## src/rtl/dtc_slow_ctrl.sv

```systemverilog
// DTC slow-control sequencer: queues slow commands, runs them on the
// register bus with an ack timeout, and returns read/timeout responses.
module dtc_slow_ctrl #(
    parameter int FIFO_DEPTH = 4,
    parameter int TIMEOUT    = 255
) (
    input  logic        dtc_clk_90,
    input  logic        rst_n,
    input  logic [31:0] cmd_address,
    input  logic [31:0] cmd_data,
    input  logic        cmd_write,
    input  logic        cmd_read,
    input  logic        rstcmd,
    output logic [30:0] reg_addr,
    output logic [31:0] reg_wdata,
    output logic        reg_we,
    output logic        reg_re,
    input  logic        reg_ack,
    input  logic [31:0] reg_rdata,
    output logic        rsp_valid,
    input  logic        rsp_ready,
    output logic [30:0] rsp_addr,
    output logic [31:0] rsp_data,
    output logic        rsp_err,
    output logic        busy,
    output logic        overflow,
    output logic [4:0]  fifo_level
);

    localparam int          PW   = $clog2(FIFO_DEPTH);
    localparam logic [15:0] TO   = 16'(TIMEOUT);
    localparam logic [4:0]  FULL = 5'(FIFO_DEPTH);

    typedef enum logic [1:0] {IDLE, ISSUE, RESP} state_t;

    state_t          state;
    state_t          state_d;
    logic [63:0]     mem [FIFO_DEPTH];
    logic [PW-1:0]   wr_ptr;
    logic [PW-1:0]   rd_ptr;
    logic [4:0]      count;
    logic [15:0]     cnt;
    logic [63:0]     head;
    logic            push_req;
    logic            push_ok;
    logic            full;
    logic            pop;
    logic            ack_done;
    logic            timed_out;
    logic            rsp_done;

    assign push_req   = cmd_write | cmd_read;
    assign full       = (count == FULL);
    assign push_ok    = push_req && !rstcmd && (!full || pop);
    assign head       = mem[rd_ptr];
    assign busy       = (state != IDLE) || (count != 5'd0);
    assign fifo_level = count;

    always_comb begin
        state_d   = state;
        pop       = 1'b0;
        ack_done  = 1'b0;
        timed_out = 1'b0;
        rsp_done  = 1'b0;
        unique case (state)
            IDLE: begin
                if (count != 5'd0) begin
                    pop     = 1'b1;
                    state_d = ISSUE;
                end
            end
            ISSUE: begin
                if (reg_ack) begin
                    ack_done = 1'b1;
                    state_d  = reg_re ? RESP : IDLE;
                end else if (cnt == TO) begin
                    timed_out = 1'b1;
                    state_d   = RESP;
                end
            end
            RESP: begin
                if (rsp_ready) begin
                    rsp_done = 1'b1;
                    state_d  = IDLE;
                end
            end
            default: state_d = IDLE;
        endcase
        // A flush overrides anything the FSM wanted to do this cycle
        if (rstcmd) begin
            state_d   = IDLE;
            pop       = 1'b0;
            ack_done  = 1'b0;
            timed_out = 1'b0;
            rsp_done  = 1'b0;
        end
    end

    always_ff @(posedge dtc_clk_90) begin
        if (push_ok)
            mem[wr_ptr] <= {cmd_read | cmd_address[31],
                            cmd_address[30:0], cmd_data};
    end

    always_ff @(posedge dtc_clk_90 or negedge rst_n) begin
        if (!rst_n) begin
            state     <= IDLE;
            wr_ptr    <= '0;
            rd_ptr    <= '0;
            count     <= 5'd0;
            cnt       <= 16'd0;
            overflow  <= 1'b0;
            reg_addr  <= 31'd0;
            reg_wdata <= 32'd0;
            reg_we    <= 1'b0;
            reg_re    <= 1'b0;
            rsp_valid <= 1'b0;
            rsp_addr  <= 31'd0;
            rsp_data  <= 32'd0;
            rsp_err   <= 1'b0;
        end else begin
            state <= state_d;
            if (rstcmd) begin
                wr_ptr    <= '0;
                rd_ptr    <= '0;
                count     <= 5'd0;
                cnt       <= 16'd0;
                overflow  <= 1'b0;
                reg_we    <= 1'b0;
                reg_re    <= 1'b0;
                rsp_valid <= 1'b0;
            end else begin
                if (push_ok)
                    wr_ptr <= wr_ptr + PW'(1);
                if (pop)
                    rd_ptr <= rd_ptr + PW'(1);
                if (push_ok && !pop)
                    count <= count + 5'd1;
                else if (!push_ok && pop)
                    count <= count - 5'd1;
                if (push_req && !push_ok)
                    overflow <= 1'b1;
                if (pop) begin
                    reg_addr  <= head[62:32];
                    reg_wdata <= head[31:0];
                    reg_re    <= head[63];
                    reg_we    <= !head[63];
                    cnt       <= 16'd0;
                end else if (state == ISSUE) begin
                    cnt <= cnt + 16'd1;
                end
                if (ack_done || timed_out) begin
                    reg_we <= 1'b0;
                    reg_re <= 1'b0;
                end
                if (ack_done && reg_re) begin
                    rsp_valid <= 1'b1;
                    rsp_addr  <= reg_addr;
                    rsp_data  <= reg_rdata;
                    rsp_err   <= 1'b0;
                end
                if (timed_out) begin
                    rsp_valid <= 1'b1;
                    rsp_addr  <= reg_addr;
                    rsp_data  <= 32'd0;
                    rsp_err   <= 1'b1;
                end
                if (rsp_done)
                    rsp_valid <= 1'b0;
            end
        end
    end

endmodule

```

## config.mk

```make
export PLATFORM = sky130hd
export DESIGN_NAME = dtc_slow_ctrl
export DESIGN_NICKNAME = d
export VERILOG_FILES = /design/src/rtl/dtc_slow_ctrl.sv
export SDC_FILE = /design/constraint.sdc
export NUM_CORES = 1
export LEC_CHECK = 0
export BUFFER_PORTS_ARGS = -buffer_cell sky130_fd_sc_hd__buf_2
export CAP_MARGIN = 30
export CORE_UTILIZATION = 45
export DETAILED_ROUTE_END_ITERATION = 7
export GPL_TIMING_DRIVEN = 0
export PLACE_DENSITY = 0.61
export SETUP_SLACK_MARGIN = 0.05
export SKIP_LAST_GASP = 1
export SYNTH_ARGS = -nofsm -noshare
export SYNTH_HDL_FRONTEND = slang
export SYNTH_SLANG_ARGS = --single-unit
```

## constraint.sdc

```tcl
create_clock -name dtc_clk_90 -period 3.5 [get_ports dtc_clk_90]
set_input_delay 0.35 -clock dtc_clk_90 [delete_from_list [all_inputs] [get_ports dtc_clk_90]]
set_output_delay 0.35 -clock dtc_clk_90 [all_outputs]
set_load 0.1 [all_outputs]
```

==> summary.md <==
| Metric | Value |
|---|---|
| Pin count of the biggest net entering global routing | `110` |
| DR pass1 iterations | `6` |
| Max transition margin | `40.54%` |
| Drt drc | `0` |
| Yosys cell types | `43` |
| Synth Area per Inst | `~19 sq um` |
| First-pass GRT wire length | `49.28 mm` |
| Clk buf depth | `3` |
| IO Count | `240` |
| Place WS | `0.4299 ns` |
| Clock Sinks | `414` |
| Vias | `8,380` |
| CP arrival | `3.59 ns` |
| CP required | `3.96 ns` |
| Final wirelength | `31.75 mm` |
| Placer Congestion | `0.7970` |
| Synth-to-layout area growth | `22.55%` |
| Max frequency | `~320 MHz` |
| # port buffers | `~240` |
| Slew Viols, Final | `0` |
| Fin Clk Skew | `0.01785 ns` |
| CTS Root Buffer Type | `clkbuf_16` |
| Setup Buffers After CTS | `0` |
| R2R depth | `9` |
| Antenna violations before repair | `4` |
| CTS tree | `done` |
| Worst Setup Path Type | `reg -> reg` |
| Flops & latches, synth | `414` |
| Vias in the first global route | `8,754` |
| H-tree Lvls | `2` |
| Die Ht | `189.9 um` |
| Worst Setup EP | `fifo_level[4]$_DFFE_PN0P_` |
| Core area | `0.03463 sq mm` |
| RSZ-0062 raised after global routing | `no` |
| DRT iter0 DRCs | `374` |
| R2R setup slack | `0.37 ns` |
| Max Cap Viol | `0` |
| Vias per cell | `between 5 and 6` |
| Starting Density | `45.88%` |
| Nets | `1,259` |
| Sequential share of the synthesized area | `about 73%` |
| Setup crit end kind | `flip-flop` |
| Dpl hpwl | `20.26 mm` |
| Number of core rows | `68` |
| Clk slew on worst S/H paths | `0.06 ns` |
| Share of cells above drive strength 1 | `41.22%` |
| Synth warn | `0` |
| GRT Util Overall | `18.04%` |
| Tmin final | `3.129 ns` |
| Post-synth EDFFs | `256` |
| Total gr overflow | `0` |
| Post-Syn Area | `0.01589 sq mm` |
| Hold Path Class | `in -> reg` |
| Synth async-reset ratio | `approximately two fifths` |
| Reg2reg start | `fifo_level[1]$_DFFE_PN0P_` |
| Hold Slack | `0.02711 ns` |
| Syn nets | `~950` |
| Post-DRT Antenna Nets | `0` |
| Crit share post-route | `89.41%` |
| Startpoint types | `flip-flop` |
| Cell count after synthesis | `835` |
| CP max FO | `6` |
| RR Endpoint | `fifo_level[4]$_DFFE_PN0P_` |
| CTS buffer count | `43` |
| Crit path from | `fifo_level[1]$_DFFE_PN0P_` |
| Final WS setup | `0.3706 ns` |
| Final core occ | `56.23%` |
| WL per Instance | `19.42 um` |
| Status | `finished clean` |
| Clock latency on the worst-skew pair | `0.54 ns` |
| Worst-Margin Slew | `just under 0.9 ns` |
| Main synth FF type | `edfxtp_1` |
| Final setup fails | `0` |
| Final Hold Fails | `0` |
| Die W | `189.9 um` |
| Die area | `between 0.03 and 0.04 sq mm` |
placed cells by master (no fill, tap or decap), types with 8 or more instances in the layout:
master and n:
clkbuf_16 43, ha_1 9, mux4_2 64, edfxtp_1 256
clkbuf_1 35, nor2_1 58, buf_2 237, nand2_1 16
clkbuf_8 8, mux2i_1 33, mux2_4 29, mux2_2 65
dlygate4sd3_1 20, clkinv_2 8, a21oi_1 9, dfrtp_1 158
cells in the mapped netlist, drive strengths merged, types with 4 or more instances:
master / instances / share of area, %
dfrtp: 158 / 25
xnor2: 7 / 0.39
or4: 7 / 0.35
nand3: 7 / 0.22
o21ai: 8 / 0.25
mux2: 94 / 7.3
a21oi: 9 / 0.28
clkbuf: 28 / 0.66
edfxtp: 256 / 48
buf: 9 / 0.35
inv: 7 / 0.17
mux4: 64 / 9.1
xor2: 7 / 0.39
ha: 9 / 0.71
mux2i: 33 / 2.1
nor3: 6 / 0.19
nand2b: 5 / 0.20
a21o: 4 / 0.19
a311oi: 4 / 0.22
nand2: 16 / 0.38
nor2: 58 / 1.4
o31ai: 6 / 0.28
nor4: 5 / 0.29
and2: 4 / 0.16
critical path, stage by stage, from the launching register on:
cell	delay [ns]
dfrtp_1	0.45
or4_1	0.60
mux2i_1	0.31
nand2b_1	0.28
fa_1	0.25
a21o_1	0.13
a21oi_1	0.08
or4_1	0.44
a2111o_1	0.43
nand2_1	0.08
registers in the layout, indices dropped and copies added, names as in the netlist:
name	count
overflow	1
reg_addr	31
reg_we	1
rsp_data	32
mem	256
fifo_level	5
rsp_err	1
state	2
wr_ptr	2
cnt	16
rsp_addr	31
rd_ptr	2
reg_wdata	32
reg_re	1
rsp_valid	1
routing by layer:
metal,up-vias,GRT usage [%],part of all wire (%),routed length (um)
met5,-,0,0.11,34
li1,3851,-,-,-
met1,4236,22.51,41,13120
met2,234,30.42,49,15650
met3,53,5.202,7.3,2321
met4,6,5.490,2.0,623
cells by family (layout without fill, tap and decap cells):
family | count (synthesis) | count (layout) | synth area share, %
xor gates and xnor gates | 14 | 14 | 0.7717
buffers and inverters | 44 | 388 | 1.181
AOI/OAI and AO/OA | 42 | 42 | 1.819
other | 0 | 1 | 0
and+or+nand+nor | 120 | 120 | 3.630
adders and majority gates | 10 | 10 | 0.8347
DFF | 414 | 414 | 73.27
muxes | 191 | 191 | 18.50
area by class of cell:
type / instances / area [sq um]
Tap cell: 455 / 569.3
Clock inverter: 20 / 212.7
Clock buffer: 58 / 1212
Timing Repair Buffer: 266 / 1577
Antenna cell: 1 / 2.502
Multi-Input combinational cell: 377 / 4070
Sequential cell: 414 / 11640
Buffer: 37 / 161.4
Inverter: 7 / 26.28
Fill cell: 2734 / 15160
worst min-delay path by stage:
stage                         from                      end  slack, ns  cells after the start
4_1_cts            cmd_address[17]     mem[1][49]$_DFFE_PP_     0.0002                      1
3_3_place_gp   rsp_err$_DFFE_PN0P_      rsp_err$_DFFE_PN0P_       0.46                      1
5_1_grt               cmd_data[15]     mem[0][15]$_DFFE_PP_      0.009                      1
3_5_place_dp                 rst_n  rsp_data[6]$_DFFE_PN0P_       0.30                      1
2_1_floorplan                rst_n       cnt[0]$_DFFE_PN0P_       0.05                      0
6_report                 rsp_ready     state[1]$_DFFE_PN0P_       0.03                      2
through the flow:
step	instances	setup TNS (ns)	area [sq um]
after floorplan	835	0	15890
after global placement	1528	-100.57	17650
after detailed placement	1534	0	17820
after CTS	1632	0	19440
after global routing	1635	0	19470
final	1635	0	19470
what timing repair did:
action                                 4_1_cts  5_1_grt
endpoints found under the hold margin      105        0
gates resized for setup                      0        0
hold buffers                                20        0
Power is left out: the tool's default activity adds up to more than one toggle a clock period on the data nets, which glitch-free logic cannot reach.
